--- config.mk ---
export PLATFORM = sky130hd
export DESIGN_NAME = irq_controller_flat
export DESIGN_NICKNAME = d
export VERILOG_FILES = /design/src/rtl/irq_controller_pkg.sv /design/src/rtl/irq_controller_if.sv /design/src/rtl/irq_prio_enc.sv /design/src/rtl/irq_controller.sv /design/src/flat_wrapper.sv
export SDC_FILE = /design/constraint.sdc
export NUM_CORES = 1
export LEC_CHECK = 0
export CORE_ASPECT_RATIO = 1.1
export CORE_MARGIN = 2
export CORE_UTILIZATION = 37
export DETAILED_ROUTE_END_ITERATION = 7
export GPL_ROUTABILITY_DRIVEN = 0
export PLACE_DENSITY = 0.87
export SETUP_SLACK_MARGIN = 0.15
export SLEW_MARGIN = 5
export SYNTH_ARGS = -nofsm -noshare
export SYNTH_HDL_FRONTEND = slang
export SYNTH_SLANG_ARGS = --single-unit
export TNS_END_PERCENT = 5
--- constraint.sdc ---
create_clock -name clk -period 3 [get_ports clk]
set_input_delay 0.9 -clock clk [delete_from_list [all_inputs] [get_ports clk]]
set_output_delay 0.9 -clock clk [all_outputs]
set_load 0.03 [all_outputs]
--- src/rtl/irq_controller_pkg.sv ---
// Shared register map, default window base and CLAIM layout for the interrupt controller.
// Pure declarations: no latency or flow control.
package irq_controller_pkg;

  localparam logic [31:0] DEFAULT_BASE = 32'h0000_7F20;

  localparam logic [4:0] OFF_PEND     = 5'h00;
  localparam logic [4:0] OFF_MASK     = 5'h04;
  localparam logic [4:0] OFF_EDGE     = 5'h08;
  localparam logic [4:0] OFF_CLAIM    = 5'h0C;
  localparam logic [4:0] OFF_INSVC    = 5'h10;
  localparam logic [4:0] OFF_COMPLETE = 5'h14;

  localparam int CLAIM_VLD_BIT = 31;

  function automatic logic [31:0] byte_mask(input logic [3:0] be);
    return {{8{be[3]}}, {8{be[2]}}, {8{be[1]}}, {8{be[0]}}};
  endfunction

endpackage

--- src/rtl/irq_controller_if.sv ---
// CPU data-bus slice seen by the interrupt controller.
// Combinational read path; writes take effect at the next clk edge, never stalled.
interface irq_controller_if;
  logic [31:0] m_data_addr;
  logic [31:0] m_data_wdata;
  logic [3:0]  m_data_byteen;
  logic [31:0] rdata;
  logic        hit;

  modport master (output m_data_addr, m_data_wdata, m_data_byteen, input rdata, hit);
  modport slave  (input m_data_addr, m_data_wdata, m_data_byteen, output rdata, hit);
endinterface

--- src/rtl/irq_prio_enc.sv ---
// Lowest-index-first priority encoder: {vld, id} of the first set request bit.
// Combinational, zero latency; id reads 0 when nothing is requested.
module irq_prio_enc #(
  parameter int N_SRC = 8
) (
  input  logic [N_SRC-1:0] req,
  output logic             vld,
  output logic [4:0]       id
);

  always_comb begin
    vld = 1'b0;
    id  = 5'd0;
    // Scan downwards so the lowest set index is the last one written.
    for (int i = N_SRC - 1; i >= 0; i--) begin
      if (req[i]) begin
        vld = 1'b1;
        id  = 5'(i);
      end
    end
  end

endmodule

--- src/rtl/irq_controller.sv ---
// Memory-mapped interrupt controller: latch, mask, priority-encode, claim/complete.
// Edge to interrupt = 2 cycles; register reads combinational, writes always accepted.
module irq_controller
  import irq_controller_pkg::*;
#(
  parameter int          N_SRC = 8,
  parameter logic [31:0] BASE  = DEFAULT_BASE
) (
  input  logic             clk,
  input  logic             reset,
  input  logic [N_SRC-1:0] irq_in,
  irq_controller_if.slave  bus,
  output logic             interrupt
);

  logic [N_SRC-1:0] pend, mask, edge_sel, insvc, irq_prev;
  logic [N_SRC-1:0] active, claim_oh, cmpl_oh, wr_bits, wr_data;
  logic [31:0]      bm;
  logic [4:0]       off, cl_id;
  logic             cl_vld, wr_en, claim_wr, cmpl_wr;
  logic             unused_ok;

  assign off     = {bus.m_data_addr[4:2], 2'b00};
  assign bus.hit = (bus.m_data_addr[31:5] == BASE[31:5]);
  assign wr_en   = bus.hit && (bus.m_data_byteen != 4'b0000);
  assign active  = pend & mask & ~insvc;
  assign bm      = byte_mask(bus.m_data_byteen);
  assign wr_bits = bm[N_SRC-1:0];
  assign wr_data = bus.m_data_wdata[N_SRC-1:0];

  assign unused_ok = ^{bus.m_data_addr[1:0], bus.m_data_wdata, bm};

  irq_prio_enc #(.N_SRC(N_SRC)) u_prio (
    .req (active),
    .vld (cl_vld),
    .id  (cl_id)
  );

  assign claim_wr = wr_en && (off == OFF_CLAIM) && cl_vld;
  assign cmpl_wr  = wr_en && (off == OFF_COMPLETE);

  // Out-of-range COMPLETE ids match no bit and fall away naturally.
  always_comb begin
    claim_oh = '0;
    cmpl_oh  = '0;
    for (int i = 0; i < N_SRC; i++) begin
      claim_oh[i] = claim_wr && (cl_id == 5'(i));
      cmpl_oh[i]  = cmpl_wr && (bus.m_data_wdata[4:0] == 5'(i));
    end
  end

  always_comb begin
    bus.rdata = '0;
    if (bus.hit) begin
      case (off)
        OFF_PEND:  bus.rdata = 32'(pend);
        OFF_MASK:  bus.rdata = 32'(mask);
        OFF_EDGE:  bus.rdata = 32'(edge_sel);
        OFF_INSVC: bus.rdata = 32'(insvc);
        OFF_CLAIM: begin
          bus.rdata[CLAIM_VLD_BIT] = cl_vld;
          bus.rdata[4:0]           = cl_id;
        end
        default:   bus.rdata = '0;
      endcase
    end
  end

  always_ff @(posedge clk) begin
    if (reset) begin
      pend      <= '0;
      mask      <= '0;
      edge_sel  <= '0;
      insvc     <= '0;
      irq_prev  <= '0;
      interrupt <= 1'b0;
    end else begin
      irq_prev  <= irq_in;
      // A fresh edge overrides a claim clear landing on the same bit.
      pend      <= (edge_sel & ((pend & ~claim_oh) | (irq_in & ~irq_prev)))
                 | (~edge_sel & irq_in);
      insvc     <= (insvc | claim_oh) & ~cmpl_oh;
      interrupt <= |active;
      if (wr_en && (off == OFF_MASK))
        mask <= (mask & ~wr_bits) | (wr_data & wr_bits);
      if (wr_en && (off == OFF_EDGE))
        edge_sel <= (edge_sel & ~wr_bits) | (wr_data & wr_bits);
    end
  end

endmodule

--- src/flat_wrapper.sv ---
// flat-port wrapper written by rule: the top's interface ports become plain ports
module irq_controller_flat import irq_controller_pkg::*;
#(
  parameter int          N_SRC = 8,
  parameter logic [31:0] BASE  = DEFAULT_BASE
)
  (clk, reset, irq_in, interrupt, bus_m_data_addr, bus_m_data_wdata, bus_m_data_byteen, bus_rdata, bus_hit);
  irq_controller_if bus_i ();
  input  logic clk;
  input  logic reset;
  input  logic [N_SRC-1:0] irq_in;
  output logic interrupt;
  input wire logic [$bits(bus_i.m_data_addr)-1:0] bus_m_data_addr;
  input wire logic [$bits(bus_i.m_data_wdata)-1:0] bus_m_data_wdata;
  input wire logic [$bits(bus_i.m_data_byteen)-1:0] bus_m_data_byteen;
  output wire logic [$bits(bus_i.rdata)-1:0] bus_rdata;
  output wire logic [$bits(bus_i.hit)-1:0] bus_hit;
  assign bus_i.m_data_addr = bus_m_data_addr;
  assign bus_i.m_data_wdata = bus_m_data_wdata;
  assign bus_i.m_data_byteen = bus_m_data_byteen;
  assign bus_rdata = bus_i.rdata;
  assign bus_hit = bus_i.hit;
  irq_controller #(.N_SRC(N_SRC), .BASE(BASE)) u_core (.clk(clk), .reset(reset), .irq_in(irq_in), .bus(bus_i), .interrupt(interrupt));
endmodule
==> impl_metrics.env, run 1 <==
export IMPL_globalRouteOverflowTotal=0
export IMPL_maximum_number_of_pins_on_one_net_before_global_route_repair=37
export IMPL_dr_total_vias=2552
export IMPL_num_nets_final=473
export IMPL_port_buffer_cells=62
export IMPL_yosys_mux_area_fraction=0.1002
export IMPL_detailedRoute_firstPassIterationCount=5
export IMPL_detail_route_antenna_nets=0
export IMPL_detailedRoute_firstIterationViolations=255
export IMPL_fin_crit_ps=3011
export IMPL_rr_startpoint="u_core.insvc[6]"
export IMPL_grt_setup_unrepaired="true"
export IMPL_final_core_util=0.5908
export IMPL_synth_simple_gate_area_frac=0.2985
export IMPL_final_setup_worst_slack_ps=-10.94
export IMPL_synthTopCellsByArea="sky130_fd_sc_hd__dfxtp_1, sky130_fd_sc_hd__mux2i_1, sky130_fd_sc_hd__buf_4"
export IMPL_post_synth_top_area_fraction=0.3424
export IMPL_clockRootBuffer="sky130_fd_sc_hd__clkbuf_8"
export IMPL_synth_compound_area_share=0.1597
export IMPL_cts_root_to_sink_buffers=2
export IMPL_clk_transition_reported_paths_ps=70
export IMPL_most_common_layout_cells="sky130_fd_sc_hd__buf_4, sky130_fd_sc_hd__dfxtp_1, sky130_fd_sc_hd__nor2_1"
export IMPL_final_common_cell="sky130_fd_sc_hd__buf_4"
export IMPL_worst_r2r_setup_slack_ps=1100
export IMPL_async_reset_ff_frac=0
export IMPL_holdCritStartpoint="u_core.insvc[0]"
export IMPL_cts_sink_count=41
export IMPL_synth_edf_count=0
export IMPL_min_delay_path_depth=2
export IMPL_cap_violations=0
export IMPL_insertion_delay_ps=300
export IMPL_fp_coreArea_um2=6231
export IMPL_failed_checks="negative setup slack"
export IMPL_post_drt_via_cell_ratio=5.373
export IMPL_synth_top_family_by_area="simple AND/OR/NAND/NOR gates"
export IMPL_syn_inst=290
export IMPL_synth_top_cell_by_area="sky130_fd_sc_hd__dfxtp_1"
export IMPL_detailed_place_hpwl_mm=5.241
export IMPL_antenna_found_initial=0
export IMPL_per_instance_average_area_after_synthesis_um2=8.267
export IMPL_power_leakage_nw=1.630
export IMPL_timing_reg2reg_worst_path_depth=6
export IMPL_global_route_wire_length_before_repair_mm=11.68
export IMPL_drt_wirelength_per_cell_um=16.13
export IMPL_maxSlewViolCount=0
export IMPL_min_delay_path_class="flop to flop"
export IMPL_placementRows=30
export IMPL_num_io_pins=112
export IMPL_cellPowerDensity_nw_per_um2=324.1
export IMPL_path_class="primary input to primary output"
export IMPL_totalWireLength_mm=7.662
export IMPL_fin_setup_tns_ps=-10.94
export IMPL_type_of_element_launching_the_critical_path="primary input"
export IMPL_timing_critical_path_arrival_ps=2110
export IMPL_final_hold_viol_count=0
export IMPL_die_width_um=80.75
export IMPL_critical_path_max_fanout=7
export IMPL_max_slew_margin_rel=0.6412
export IMPL_start_util=0.3847
export IMPL_max_clock_freq_mhz=332.1
export IMPL_die_height_um=88.42
export IMPL_die_area_um2=7139
export IMPL_synth_xor_xnor_area_share=0
export IMPL_synth_seq_area_share=0.3424
export IMPL_min_to="u_core.insvc[0]"
export IMPL_area_growth_syn_to_layout_pct=53.55
export IMPL_htreeDepth=2
export IMPL_synth_warning_count=0
export IMPL_grt_pass1_vias=2440
export IMPL_post_synth_instance_area_um2=2397
export IMPL_synth_cell_type_count=49
export IMPL_tightest_slew_ps=532.6
export IMPL_min_period_over_period=1.004
export IMPL_kind_of_end_point_of_the_critical_path="primary output"
export IMPL_ys_seq_elements=41
export IMPL_post_cts_hold_buffer_count=0
export IMPL_tritoncts="done"
export IMPL_number_of_antenna_diodes=0
export IMPL_outcome="finished with violations"
export IMPL_cp_data_required_time_ps=2100
export IMPL_cts_buffers_inserted=5
export IMPL_finalClockSkew_ps=9.450
export IMPL_yosys_area_share_adder=0
export IMPL_critical_path_startpoint="bus_m_data_addr[21]"
export IMPL_ys_dominant_reg_cell="sky130_fd_sc_hd__dfxtp_1"
export IMPL_layout_drive_gt1_share=0.3114
export IMPL_power_ir_vdd_worst_mv=0.2299
export IMPL_drt_drc_violations_left=0
export IMPL_global_route_usage_total=0.2153
export IMPL_final_setup_viol_count=1
export IMPL_crit_reg2reg_capture="u_core.insvc[2]"
[cell families (layout without fill, tap and decap cells)]
| kind of cell | count (synthesis) | count (layout) |
|---|---|---|
| compound gates | 51 | 51 |
| buf+inv | 39 | 122 |
| mux | 24 | 24 |
| flops | 41 | 41 |
| other cells | 1 | 23 |
| simple gates | 134 | 134 |
[power breakdown]
part / internal (W) / switching (W)
clock network: 0.000242 / 0.000184
registers: 0.000555 / 0.00000660
logic: 0.0000951 / 0.000110
total: 0.000892 / 0.000301
[routing by layer]
metal  vias up  routed length [um]  track usage
met4         0                 178      0.08475
met2       138                3845       0.3879
li1       1222                   -            -
met3        16                 698      0.05408
met1      1176                2940       0.2435
met5         -                   0            0
[repair_timing]
| item | CTS | global route |
|---|---|---|
| resized for setup | 111 | 15 |
| pin swaps | 15 | 7 |
| buffers inserted | 14 | 1 |
| endpoints found under the setup margin | 20 | 21 |
[cell type report]
cell class | instances | area, um^2
Clock buffer | 5 | 68.82
Clock inverter | 2 | 35.03
Fill cell | 534 | 2550
Inverter | 4 | 15.01
Multi-Input combinational cell | 232 | 1688
Sequential cell | 41 | 820.8
Tap cell | 80 | 100.1
Timing Repair Buffer | 111 | 953.4
[worst max-delay path, stage by stage]
cell and delay [ps]:
sky130_fd_sc_hd__buf_2 120, sky130_fd_sc_hd__nor4_4 300, sky130_fd_sc_hd__and3_4 260, sky130_fd_sc_hd__nand3_4 80
sky130_fd_sc_hd__buf_12 160, sky130_fd_sc_hd__a21oi_4 130, sky130_fd_sc_hd__buf_6 150
[per-stage QoR]
stage / setup WS, ps / std cells / hold slack [ps] / total power [W] / instance area, um^2
4_1_cts: 15.40 / 474 / 495.8 / 0.001197 / 3602
2_1_floorplan: 60.77 / 312 / 463.2 / 0.0006851 / 2591
5_1_grt: -55.94 / 475 / 538.8 / 0.001240 / 3681
6_report: -10.94 / 475 / 498.2 / 0.001193 / 3681
3_5_place_dp: -555.4 / 453 / 481.4 / 0.0007665 / 3317
3_3_place_gp: -498.4 / 453 / 476.3 / 0.0007635 / 3317
[synth_stat cells (2+ instances only)]
library cell                number
sky130_fd_sc_hd__nand2b_1        2
sky130_fd_sc_hd__nand3b_1        8
sky130_fd_sc_hd__nor3_1          9
sky130_fd_sc_hd__o21ai_0         4
sky130_fd_sc_hd__nor4_1          8
sky130_fd_sc_hd__inv_1           3
sky130_fd_sc_hd__nand4_1         3
sky130_fd_sc_hd__nor2_1         37
sky130_fd_sc_hd__o211a_1         3
sky130_fd_sc_hd__mux2i_1        24
sky130_fd_sc_hd__nor2b_1        12
sky130_fd_sc_hd__a32o_1          2
sky130_fd_sc_hd__nand3_1         5
sky130_fd_sc_hd__and4bb_2        2
sky130_fd_sc_hd__and3_1          5
sky130_fd_sc_hd__and2_1          2
sky130_fd_sc_hd__dfxtp_1        41
sky130_fd_sc_hd__o22ai_1         3
sky130_fd_sc_hd__clkbuf_1       11
sky130_fd_sc_hd__a31oi_1         2
sky130_fd_sc_hd__o221a_2         3
sky130_fd_sc_hd__or4_1           2
sky130_fd_sc_hd__nand2_1        27
sky130_fd_sc_hd__or3_1           2
sky130_fd_sc_hd__a21oi_1        14
sky130_fd_sc_hd__buf_4          23
sky130_fd_sc_hd__and3b_1         5
sky130_fd_sc_hd__a2bb2oi_1       7
[worst max path at each step]
| stage | to | cells after the start |
|---|---|---|
| final | bus_rdata[0] | 7 |
| after global routing | bus_rdata[0] | 7 |
| after CTS | bus_rdata[0] | 7 |
| after detailed placement | bus_rdata[0] | 6 |
| after global placement | bus_rdata[0] | 6 |
| after floorplan | bus_rdata[2] | 6 |
No activity file was read; power rests on OpenSTA's default activity.
==> inputs of run 2 (changes only) <==
CORE_UTILIZATION = 23   (was 37)
PLACE_DENSITY = 0.63   (was 0.87)
==> impl_metrics.env, run 2 (synthesis gave the netlist of run 1 again) <==
export IMPL_outcome="finished with violations"
export IMPL_failed_checks="negative setup slack"
export IMPL_die_height_um=111.1
export IMPL_max_slew_margin_rel=0.6306
export IMPL_worst_r2r_setup_slack_ps=650
export IMPL_type_of_element_launching_the_critical_path="primary input"
export IMPL_power_leakage_nw=1.711
export IMPL_footprint_of_the_flip_flops_and_latches_um2=820.8
export IMPL_path_class="primary input to primary output"
export IMPL_timing_critical_path_slowest_cell_delay_ps=270
export IMPL_htreeDepth=2
export IMPL_insertion_delay_ps=290
export IMPL_dpl_instance_area_um2=3428
export IMPL_timing_critical_path_cells="dlygate4sd2_1 > nor4_4 > and3_4 > nand3_4 > buf_12 > a21oi_4 > buf_12"
export IMPL_detailed_place_hpwl_mm=5.832
export IMPL_maxSlewViolCount=0
export IMPL_port_buffer_cells=62
export IMPL_fin_crit_ps=3043
export IMPL_place_ws_ps=-471.8
export IMPL_final_common_cell="sky130_fd_sc_hd__buf_4"
export IMPL_cts_root_to_sink_buffers=2
export IMPL_totalWireLength_mm=8.034
export IMPL_critical_path_startpoint="bus_m_data_addr[17]"
export IMPL_final_setup_worst_slack_ps=-43.22
export IMPL_post_drt_via_cell_ratio=4.904
export IMPL_fp_coreArea_um2=10250
export IMPL_min_period_over_period=1.014
export IMPL_grt_pass1_vias=2615
export IMPL_layout_drive_gt1_share=0.3208
export IMPL_final_setup_viol_count=5
export IMPL_cp_dominant_cell_by_count="sky130_fd_sc_hd__buf_12"
export IMPL_maximum_number_of_pins_on_one_net_before_global_route_repair=37
export IMPL_clockRootBuffer="sky130_fd_sc_hd__clkbuf_16"
export IMPL_detail_route_antenna_nets=0
export IMPL_cellPowerDensity_nw_per_um2=376.5
export IMPL_finish_instance_area_um2=3869
export IMPL_cts_buffers_inserted=5
export IMPL_nFillCells=1025
export IMPL_crit_reg2reg_capture="u_core.pend[6]"
export IMPL_cts_sink_count=41
export IMPL_critical_path_max_fanout=4
export IMPL_cap_violations=0
export IMPL_final_instance_count_excl_fill=522
export IMPL_drt_drc_violations_left=0
export IMPL_tritoncts="done"
export IMPL_die_area_um2=11260
export IMPL_die_width_um=101.3
export IMPL_num_nets_final=476
export IMPL_timing_reg2reg_worst_path_depth=13
export IMPL_number_of_antenna_diodes=0
export IMPL_global_route_wire_length_before_repair_mm=12.86
export IMPL_finalClockSkew_ps=6.740
export IMPL_start_util=0.2339
export IMPL_grt_setup_unrepaired="true"
export IMPL_num_io_pins=112
export IMPL_timing_critical_path_arrival_ps=2140
export IMPL_dr_total_vias=2560
export IMPL_kind_of_end_point_of_the_critical_path="primary output"
export IMPL_area_growth_syn_to_layout_pct=61.38
export IMPL_design_power_total_w=0.001457
export IMPL_min_delay_path_class="flop to flop"
export IMPL_drt_wirelength_per_cell_um=15.39
export IMPL_global_route_usage_total=0.1433
export IMPL_tightest_slew_ps=548.3
export IMPL_worstSetupEndpoint="bus_rdata[0]"
export IMPL_most_common_layout_cells="sky130_fd_sc_hd__buf_4, sky130_fd_sc_hd__dfxtp_1, sky130_fd_sc_hd__nor2_1"
export IMPL_globalRouteOverflowTotal=0
export IMPL_dp_cells=497
export IMPL_detailedRoute_firstIterationViolations=131
export IMPL_min_delay_path_depth=2
export IMPL_final_hold_viol_count=0
export IMPL_clk_transition_reported_paths_ps=60
export IMPL_multi_input_logic_area_um2=1690
export IMPL_detailedRoute_firstPassIterationCount=5
export IMPL_power_ir_vdd_worst_mv=0.2146
export IMPL_cell_with_the_largest_stage_delay_on_the_worst_path="sky130_fd_sc_hd__and3_4"
export IMPL_antenna_found_initial=0
export IMPL_placementRows=39
export IMPL_cp_data_required_time_ps=2100
export IMPL_max_clock_freq_mhz=328.6
export IMPL_timing_hold_ws_ps=490.1
[run 2: cell types whose count changed in the layout (fill, tap and decap cells not counted), moves of 3 or more]
cell / before / now
sky130_fd_sc_hd__buf_12: 1 / 4
sky130_fd_sc_hd__buf_6: 16 / 12
sky130_fd_sc_hd__clkbuf_16: 0 / 5
sky130_fd_sc_hd__clkbuf_8: 5 / 0
sky130_fd_sc_hd__clkdlybuf4s15_1: 7 / 4
sky130_fd_sc_hd__dlygate4sd2_1: 6 / 9
[run 2: where the power goes]
part	internal, W	switching, W
Clock	0.000475	0.000214
Sequential	0.000556	0.00000587
Combinational	0.0000944	0.000111
Total	0.00113	0.000331
[run 2: metrics by stage]
| step | TNS [ps] | utilization |
|---|---|---|
| floorplan | 0 | - |
| global placement | -7305 | 0.3346 |
| CTS | -183.5 | 0.3703 |
| finish | -122.7 | 0.3775 |
| global route | -489.0 | 0.3775 |
| detailed placement | -7870 | 0.3346 |
[run 2: what timing repair did]
item / CTS / global route
hold buffers: 0 / 0
endpoints found under the setup margin: 21 / 18
endpoints found under the hold margin: 0 / 0
gates cloned: 0 / 0
pin swaps: 17 / 12
setup buffers: 16 / 1
gates resized for setup: 102 / 17
[run 2: routing by layer]
| layer | vias to the layer above | wire, um | global-route usage |
|---|---|---|---|
| met5 | - | 0 | 0 |
| met4 | 0 | 126 | 0.03964 |
| met3 | 18 | 658 | 0.02837 |
| met2 | 118 | 3944 | 0.2468 |
| met1 | 1203 | 3304 | 0.1792 |
| li1 | 1221 | - | - |
[run 2: critical path: cells and delay by family]
family / cells / cell delay [ps]
and+or+nand+nor: 3 / 530
AOI/OAI and AO/OA: 1 / 160
buffers and inverters: 3 / 550
[run 2: how the worst min path moves through the flow]
stage / startpoint / end / slack [ps]
2_1_floorplan: u_core.insvc[0] / u_core.insvc[0] / 460
3_3_place_gp: u_core.insvc[0] / u_core.insvc[0] / 470
3_5_place_dp: u_core.insvc[0] / u_core.insvc[0] / 480
4_1_cts: u_core.insvc[1] / u_core.insvc[1] / 500
5_1_grt: u_core.insvc[1] / u_core.insvc[1] / 520
6_report: u_core.insvc[1] / u_core.insvc[1] / 490
[run 2: area by class of cell]
type / instances / share of cell area
Tap cell: 123 / 0.03978
Clock buffer: 5 / 0.03234
Sequential cell: 41 / 0.2122
Clock inverter: 3 / 0.01682
Multi-Input combinational cell: 232 / 0.4369
Inverter: 4 / 0.003881
Timing Repair Buffer: 114 / 0.2581
